==> config.mk <==
export PLATFORM = sky130hd
export DESIGN_NAME = priority_coder_iter_flat
export DESIGN_NICKNAME = d
export VERILOG_FILES = /design/src/rtl/priority_coder_pkg.sv /design/src/rtl/priority_coder_iter_if.sv /design/src/rtl/priority_coder_find.sv /design/src/rtl/priority_coder_iter.sv /design/src/flat_wrapper.sv
export SDC_FILE = /design/constraint.sdc
export NUM_CORES = 1
export LEC_CHECK = 0
export BUFFER_PORTS_ARGS = -buffer_cell sky130_fd_sc_hd__buf_2
export CAP_MARGIN = 5
export CELL_PAD_IN_SITES_DETAIL_PLACEMENT = 2
export CELL_PAD_IN_SITES_GLOBAL_PLACEMENT = 2
export CORE_MARGIN = 3
export CORE_UTILIZATION = 27
export CTS_BUF_LIST = sky130_fd_sc_hd__clkbuf_8
export DETAILED_ROUTE_END_ITERATION = 6
export PLACE_DENSITY = 0.7
export SYNTH_ARGS = -nofsm -noshare
export SYNTH_HDL_FRONTEND = slang
export SYNTH_SLANG_ARGS = --single-unit
==> constraint.sdc <==
create_clock -name clk -period 3.45 [get_ports clk]
set_clock_uncertainty 0.05 [all_clocks]
set_input_delay 0.5175 -clock clk [delete_from_list [all_inputs] [get_ports clk]]
set_output_delay 0.5175 -clock clk [all_outputs]
set_load 0.01 [all_outputs]
==> src/rtl/priority_coder_pkg.sv <==
// Shared types and helpers for the iterating priority coder and its bit finder.
package priority_coder_pkg;

  typedef enum logic {
    IDLE = 1'b0,
    SCAN = 1'b1
  } state_t;

  localparam int ORDER_LSB = 0;
  localparam int ORDER_MSB = 1;

  // Position width for an n-bit word; never 0, so a 1-bit position bus still exists.
  function automatic int clog2_safe(input int n);
    return (n <= 2) ? 1 : $clog2(n);
  endfunction

endpackage

==> src/rtl/priority_coder_iter_if.sv <==
// Word-in / beat-out handshake bundle for priority_coder_iter.
interface priority_coder_iter_if #(
  parameter int WIDTH = 16
);
  import priority_coder_pkg::*;

  localparam int POS_W = clog2_safe(WIDTH);

  logic             in_valid;
  logic             in_ready;
  logic [WIDTH-1:0] in_data;
  logic             out_valid;
  logic             out_ready;
  logic [POS_W-1:0] out_pos;
  logic [POS_W:0]   out_idx;
  logic             out_last;
  logic             out_none;

  modport master (
    output in_valid, in_data, out_ready,
    input  in_ready, out_valid, out_pos, out_idx, out_last, out_none
  );

  modport slave (
    input  in_valid, in_data, out_ready,
    output in_ready, out_valid, out_pos, out_idx, out_last, out_none
  );

endinterface

==> src/rtl/priority_coder_find.sv <==
// Combinational scan of a mask: first set bit in the configured order, plus
// flags for "any bit set" and "at most one bit set".
module priority_coder_find
  import priority_coder_pkg::*;
#(
  parameter  int WIDTH     = 16,
  parameter  int MSB_FIRST = ORDER_LSB,
  localparam int POS_W     = clog2_safe(WIDTH)
) (
  input  logic [WIDTH-1:0] mask,
  output logic [POS_W-1:0] pos,
  output logic             found,
  output logic             single
);

  always_comb begin
    // NOTE: every output of a combinational block gets a default first, so no
    // path through the block leaves it unassigned and no latch is inferred.
    pos = '0;
    if (MSB_FIRST == ORDER_MSB) begin
      for (int i = 0; i < WIDTH; i++) begin
        if (mask[i]) pos = POS_W'(i);
      end
    end else begin
      for (int i = WIDTH - 1; i >= 0; i--) begin
        if (mask[i]) pos = POS_W'(i);
      end
    end
  end

  assign found  = |mask;
  // Clearing the lowest set bit leaves zero exactly when popcount <= 1.
  assign single = ((mask & (mask - WIDTH'(1))) == '0);

endmodule

==> src/rtl/priority_coder_iter.sv <==
// Accepts a mask word and emits the position of every set bit, one beat per
// cycle; an all-zero word yields a single "none" beat.
module priority_coder_iter
  import priority_coder_pkg::*;
#(
  parameter int WIDTH     = 16,
  parameter int MSB_FIRST = ORDER_LSB
) (
  input logic                  clk,
  input logic                  rst,
  priority_coder_iter_if.slave bus
);

  localparam int POS_W = clog2_safe(WIDTH);

  state_t           state, state_nx;
  logic [WIDTH-1:0] residual;
  logic [WIDTH-1:0] hit_onehot;
  logic [POS_W:0]   idx;
  logic             zero_flag;

  logic [POS_W-1:0] hit_pos;
  logic             hit_found;
  logic             hit_single;

  logic in_ready, out_valid, in_fire, out_fire;

  priority_coder_find #(
    .WIDTH     (WIDTH),
    .MSB_FIRST (MSB_FIRST)
  ) u_find (
    .mask   (residual),
    .pos    (hit_pos),
    .found  (hit_found),
    .single (hit_single)
  );

  always_comb begin
    state_nx  = state;
    in_ready  = 1'b0;
    out_valid = 1'b0;
    unique case (state)
      IDLE: begin
        in_ready = 1'b1;
        if (bus.in_valid) state_nx = SCAN;
      end
      SCAN: begin
        out_valid = 1'b1;
        if (bus.out_ready && hit_single) state_nx = IDLE;
      end
      default: state_nx = IDLE;
    endcase
  end

  assign in_fire    = in_ready && bus.in_valid;
  assign out_fire   = out_valid && bus.out_ready;
  assign hit_onehot = WIDTH'(1) << hit_pos;

  always_ff @(posedge clk or posedge rst) begin
    // NOTE: registers are written with non-blocking assignments so every
    // flop samples pre-edge values regardless of statement order.
    if (rst) state <= IDLE;
    else     state <= state_nx;
  end

  always_ff @(posedge clk or posedge rst) begin
    if (rst) begin
      residual  <= '0;
      idx       <= '0;
      zero_flag <= 1'b0;
    end else if (in_fire) begin
      residual  <= bus.in_data;
      idx       <= '0;
      zero_flag <= (bus.in_data == '0);
    end else if (out_fire) begin
      residual <= residual & ~hit_onehot;
      idx      <= idx + 1'b1;
    end
  end

  // Outputs depend on registered state only; an empty residual reports position 0.
  assign bus.in_ready  = in_ready;
  assign bus.out_valid = out_valid;
  assign bus.out_pos   = (out_valid && hit_found) ? hit_pos : '0;
  assign bus.out_idx   = idx;
  assign bus.out_last  = out_valid && hit_single;
  assign bus.out_none  = out_valid && zero_flag;

endmodule

==> src/flat_wrapper.sv <==
// flat-port wrapper written by rule: the top's interface ports become plain ports
module priority_coder_iter_flat import priority_coder_pkg::*;
#(
  parameter int WIDTH     = 16,
  parameter int MSB_FIRST = ORDER_LSB
)
  (clk, rst, bus_in_valid, bus_in_data, bus_out_ready, bus_in_ready, bus_out_valid, bus_out_pos, bus_out_idx, bus_out_last, bus_out_none);
  priority_coder_iter_if #(.WIDTH(WIDTH)) bus_i ();
  input logic clk;
  input logic rst;
  input wire logic [$bits(bus_i.in_valid)-1:0] bus_in_valid;
  input wire logic [$bits(bus_i.in_data)-1:0] bus_in_data;
  input wire logic [$bits(bus_i.out_ready)-1:0] bus_out_ready;
  output wire logic [$bits(bus_i.in_ready)-1:0] bus_in_ready;
  output wire logic [$bits(bus_i.out_valid)-1:0] bus_out_valid;
  output wire logic [$bits(bus_i.out_pos)-1:0] bus_out_pos;
  output wire logic [$bits(bus_i.out_idx)-1:0] bus_out_idx;
  output wire logic [$bits(bus_i.out_last)-1:0] bus_out_last;
  output wire logic [$bits(bus_i.out_none)-1:0] bus_out_none;
  assign bus_i.in_valid = bus_in_valid;
  assign bus_i.in_data = bus_in_data;
  assign bus_i.out_ready = bus_out_ready;
  assign bus_in_ready = bus_i.in_ready;
  assign bus_out_valid = bus_i.out_valid;
  assign bus_out_pos = bus_i.out_pos;
  assign bus_out_idx = bus_i.out_idx;
  assign bus_out_last = bus_i.out_last;
  assign bus_out_none = bus_i.out_none;
  priority_coder_iter #(.WIDTH(WIDTH), .MSB_FIRST(MSB_FIRST)) u_core (.clk(clk), .rst(rst), .bus(bus_i));
endmodule
# Word level (Yosys, flattened, before mapping)
# Index checks and enable logic that the tools add are counted.
[totals]
register_bits = 23
out_inout_bits = 13
[classes]
add_sub_neg = 2
shifts = 1
mux = 26
bitwise_logic = 4
n_reduce_logical = 10
[ops]
columns = ["operator", "count"]
rows = [
  ["$mux 4", 17],
  ["$and 16x16->16", 2],
  ["$logic_not 16->1", 2],
  ["$mux 16", 2],
  ["$not 16->16", 1],
  ["$reduce_or 16->1", 1],
  ["$shl 1x4->16 const A", 1],
  ["$sub 16x1->16 const B", 1],
  ["$mux 5", 2],
  ["$logic_and 1x1->1", 6],
  ["$add 5x1->5 const B", 1],
  ["$mux 1", 4],
  ["$pmux 1 s2", 1],
  ["$reduce_bool 2->1", 1],
  ["$not 1->1", 1],
]

# Longest topological paths before layout
[depth]
ltp_word = 21
mapped_depth = 7
ltp_nobuf = 6

# By module
# A second synthesis with hierarchy kept.
[unflattened]
cells_unflattened = 178
area_unflattened_um2 = 1436.4
[modules_own_cells]
columns = ["mod", "instances", "cells_per_inst", "area_each_um2", "seq_area_each_um2"]
rows = [
  ["priority_coder_iter", 1, 119, 1101.1, 575.6],
  ["priority_coder_find", 1, 59, 335.3, 0.0],
]

# Worst setup path after synthesis
# Ideal clock, no wire load.
[synth_path]
path_kind = "flip-flop to output port"
start = "register u_core.residual[1]"
end = "output port bus_out_last"
arrival_ns = 1.848
required_ns = 2.882
path_slack_ns = 1.035
path_stages_with_launch = 7
path_buffers = 1
path_cell_list = "dfrtp_1 -> buf_6 -> nor4_4 -> nand2_4 -> a221o_1 -> a2111oi_4 -> and3_1"
[synth_between]
elab_chain_cells = 4
[synth_lines]
columns = ["item", "line", "text"]
rows = [
  ["from (decl)", "priority_coder_iter.sv:17", "logic [WIDTH-1:0] residual;"],
  ["from (signal assigned)", "priority_coder_iter.sv:72", "residual <= bus.in_data;"],
  ["from (signal assigned)", "priority_coder_iter.sv:76", "residual <= residual & ~hit_onehot;"],
  ["$sub 16x1->16", "priority_coder_find.sv:33", "assign single = ((mask & (mask - WIDTH'(1))) == '0);"],
  ["$and 16x16->16 *", "priority_coder_find.sv:33", ""],
  ["$logic_not 16->1 *", "priority_coder_find.sv:33", ""],
  ["$logic_and 1x1->1 *", "priority_coder_iter.sv:86", "assign bus.out_last = out_valid && hit_single;"],
  ["to (decl)", "flat_wrapper.sv:18", "output wire logic [$bits(bus_i.out_last)-1:0] bus_out_last;"],
]
# Every way passes the cells marked *; elsewhere a longest branch is shown, timed or not.

# Worst setup path after layout
# Ends and elaborated chain as after synthesis.

==> metrics <==
run status finished clean; max-cap check violation count 0; PwrDens 1060 nW/um^2; Lkg Pwr 0.000799 uW; Core ar. 5270 um^2; Period minus WS final 3.13 ns; CTS tree built; vias in the first global route 1,743; FMAX 319 MHz; Tot GR Track Use 0.187; most common cell after layout, fill and taps aside buf_2; synthesized area per cell 8.55 um^2; total die area 6570 um^2; Die W 81.1 um; Final WS setup 0.315 ns; Post-synth EDFFs 0; post-synthesis cell type count 46; ANT nets after route 0; Finished Core Util 0.338; Clock Latency Late Sink 0.27 ns; Syn Nets 199; RSZ-0062 raised after global routing no; die height 81.1 um; post-place setup slack 0.643 ns; area of the mapped netlist 1520 um^2; DR WL/cell 20.9 um; antenna fix cells 0; total power 1880 uW; dominant synthesized flop cell dfrtp_1; clk buf depth 2; Core Rows 26; Initial Util 0.289; CP arrival 2.57 ns; Final #Nets 228; CTS Root Cell clkbuf_8; CTS Buf Count 3; Vias 1,577; Residual DRC 0; DRT Wirelength 5760 um; Sink Count 23; CP endpoint kind output port; yosys warns 0; clock slew at reported path FFs 0.09 ns; Buffers on Ports 32; initial antenna violation count 0; final setup vio count 0; most frequent cells in the layout 32 x buf_2, 26 x nand2_1, 23 x dfrtp_1, 20 x nor2_1, 9 x o21ai_0; Worst EP required 2.88 ns; number of DRC markers in iteration 0 67; startpoint types flip-flop; first-pass GRT wire length 9360 um; Post-CTS Setup Bufs 0; post-DR vias/cell 5.71; drt first pass iters 4; largest net degree at the start of global routing 24; Seq/Total Area, Yosys 0.378; Layout area overhead 17.0%; FFs w/ async S/R, synth 1.00; Slew HR 0.387; share of layout cells above drive strength 1 0.214; IO Pins 33; CTS resizes 0; worst hold path class in2async; GPL Wtd Cong 0.807; period utilisation layout 0.909; Post-Place Cell Area 1740 um^2; Cells after Synth 178; Max FO, Critical Path 8; #FFs+latches synth 23; dpl hpwl 4480 um; post-cts hold buffer count 0; fin. max-slew vios 0; # H-tree levels 1; Setup TNS Final 0 ns; peak supply drop 0.233 mV; design area 1780 um^2; Hold Fails Final Rpt 0; grt ovf 0; critical path type reg2out; Least-Margin Pin Slew 0.919 ns
[registers in the layout (all words and copies together), names as in the netlist]
register and cells:
u_core.residual 16, u_core.bus.out_idx 5, u_core.state 1, u_core.zero_flag 1
[synthesized netlist by cell type, drive strengths merged, types with 4 or more instances]
cell | n | area [um^2]
clkbuf | 6 | 22.5
nand2 | 27 | 109
nand3 | 4 | 20.0
nor3 | 4 | 20.0
dfrtp | 23 | 576
inv | 6 | 22.5
a31oi | 4 | 25.0
nor2 | 20 | 75.1
a22oi | 4 | 30.0
o21ai | 17 | 85.1
a21oi | 5 | 28.8
nor4 | 10 | 92.6
buf | 4 | 26.3
a22o | 6 | 52.6
[power by group]
group	switching, uW	internal (uW)	leakage, uW
sequential	201	361	0.000300
clock	94.8	79.8	0.0000269
combinational	708	434	0.000472
[critical path: stages (launching register included)]
cell       delay, ns
dfrtp_1         0.53
nor4_4          0.49
nand2_1         0.18
a2111oi_0       0.37
nor2_1          0.14
a2111oi_4       0.23
and3_1          0.21
buf_2           0.14
[cell families after synthesis]
kind of cell	Yosys count	synth area share
compound gates	57	0.280
flops	23	0.378
fa+ha+maj	1	0.00822
mux	2	0.0132
buf+inv	16	0.0469
simple gates	79	0.274
[through the flow]
| step | hold slack (ns) | std cells |
|---|---|---|
| 6_report | 0.380 | 276 |
| 5_1_grt | 0.420 | 276 |
| 4_1_cts | 0.421 | 276 |
| 3_5_place_dp | 0.425 | 272 |
| 3_3_place_gp | 0.404 | 272 |
| 2_1_floorplan | 0.392 | 178 |
[worst paths after layout]
kind | from | end | slack, ns | depth (start not counted)
worst max register to register | u_core.residual[8] | u_core.residual[13] | 1.17 | 6
worst min register to register | u_core.zero_flag | u_core.zero_flag | 0.44 | 2
max in group asynchronous | rst | u_core.residual[15] | 2.40 | 2
worst max-delay path | u_core.residual[1] | bus_out_last | 0.32 | 7
worst min-delay path | rst | u_core.zero_flag | 0.38 | 2
min in group clk | bus_in_data[7] | u_core.residual[7] | 0.43 | 2
[metal layers]
layer / wire [um] / vias up / track usage
met2: 2880 / 36 / 0.336
met1: 2610 / 812 / 0.237
met4: 18 / 0 / 0.0270
met5: 0 / - / 0
met3: 256 / 2 / 0.0344
li1: - / 727 / -
[area by class of cell]
type	instances	area, um^2
fill	640	3490
inverter	6	22.5
timing repair buffer	34	175
clock buffer	3	41.3
multi-input combinational	139	875
tap	70	87.6
clock inverter	1	3.75
sequential	23	576
(Power assumes the default switching activity.)
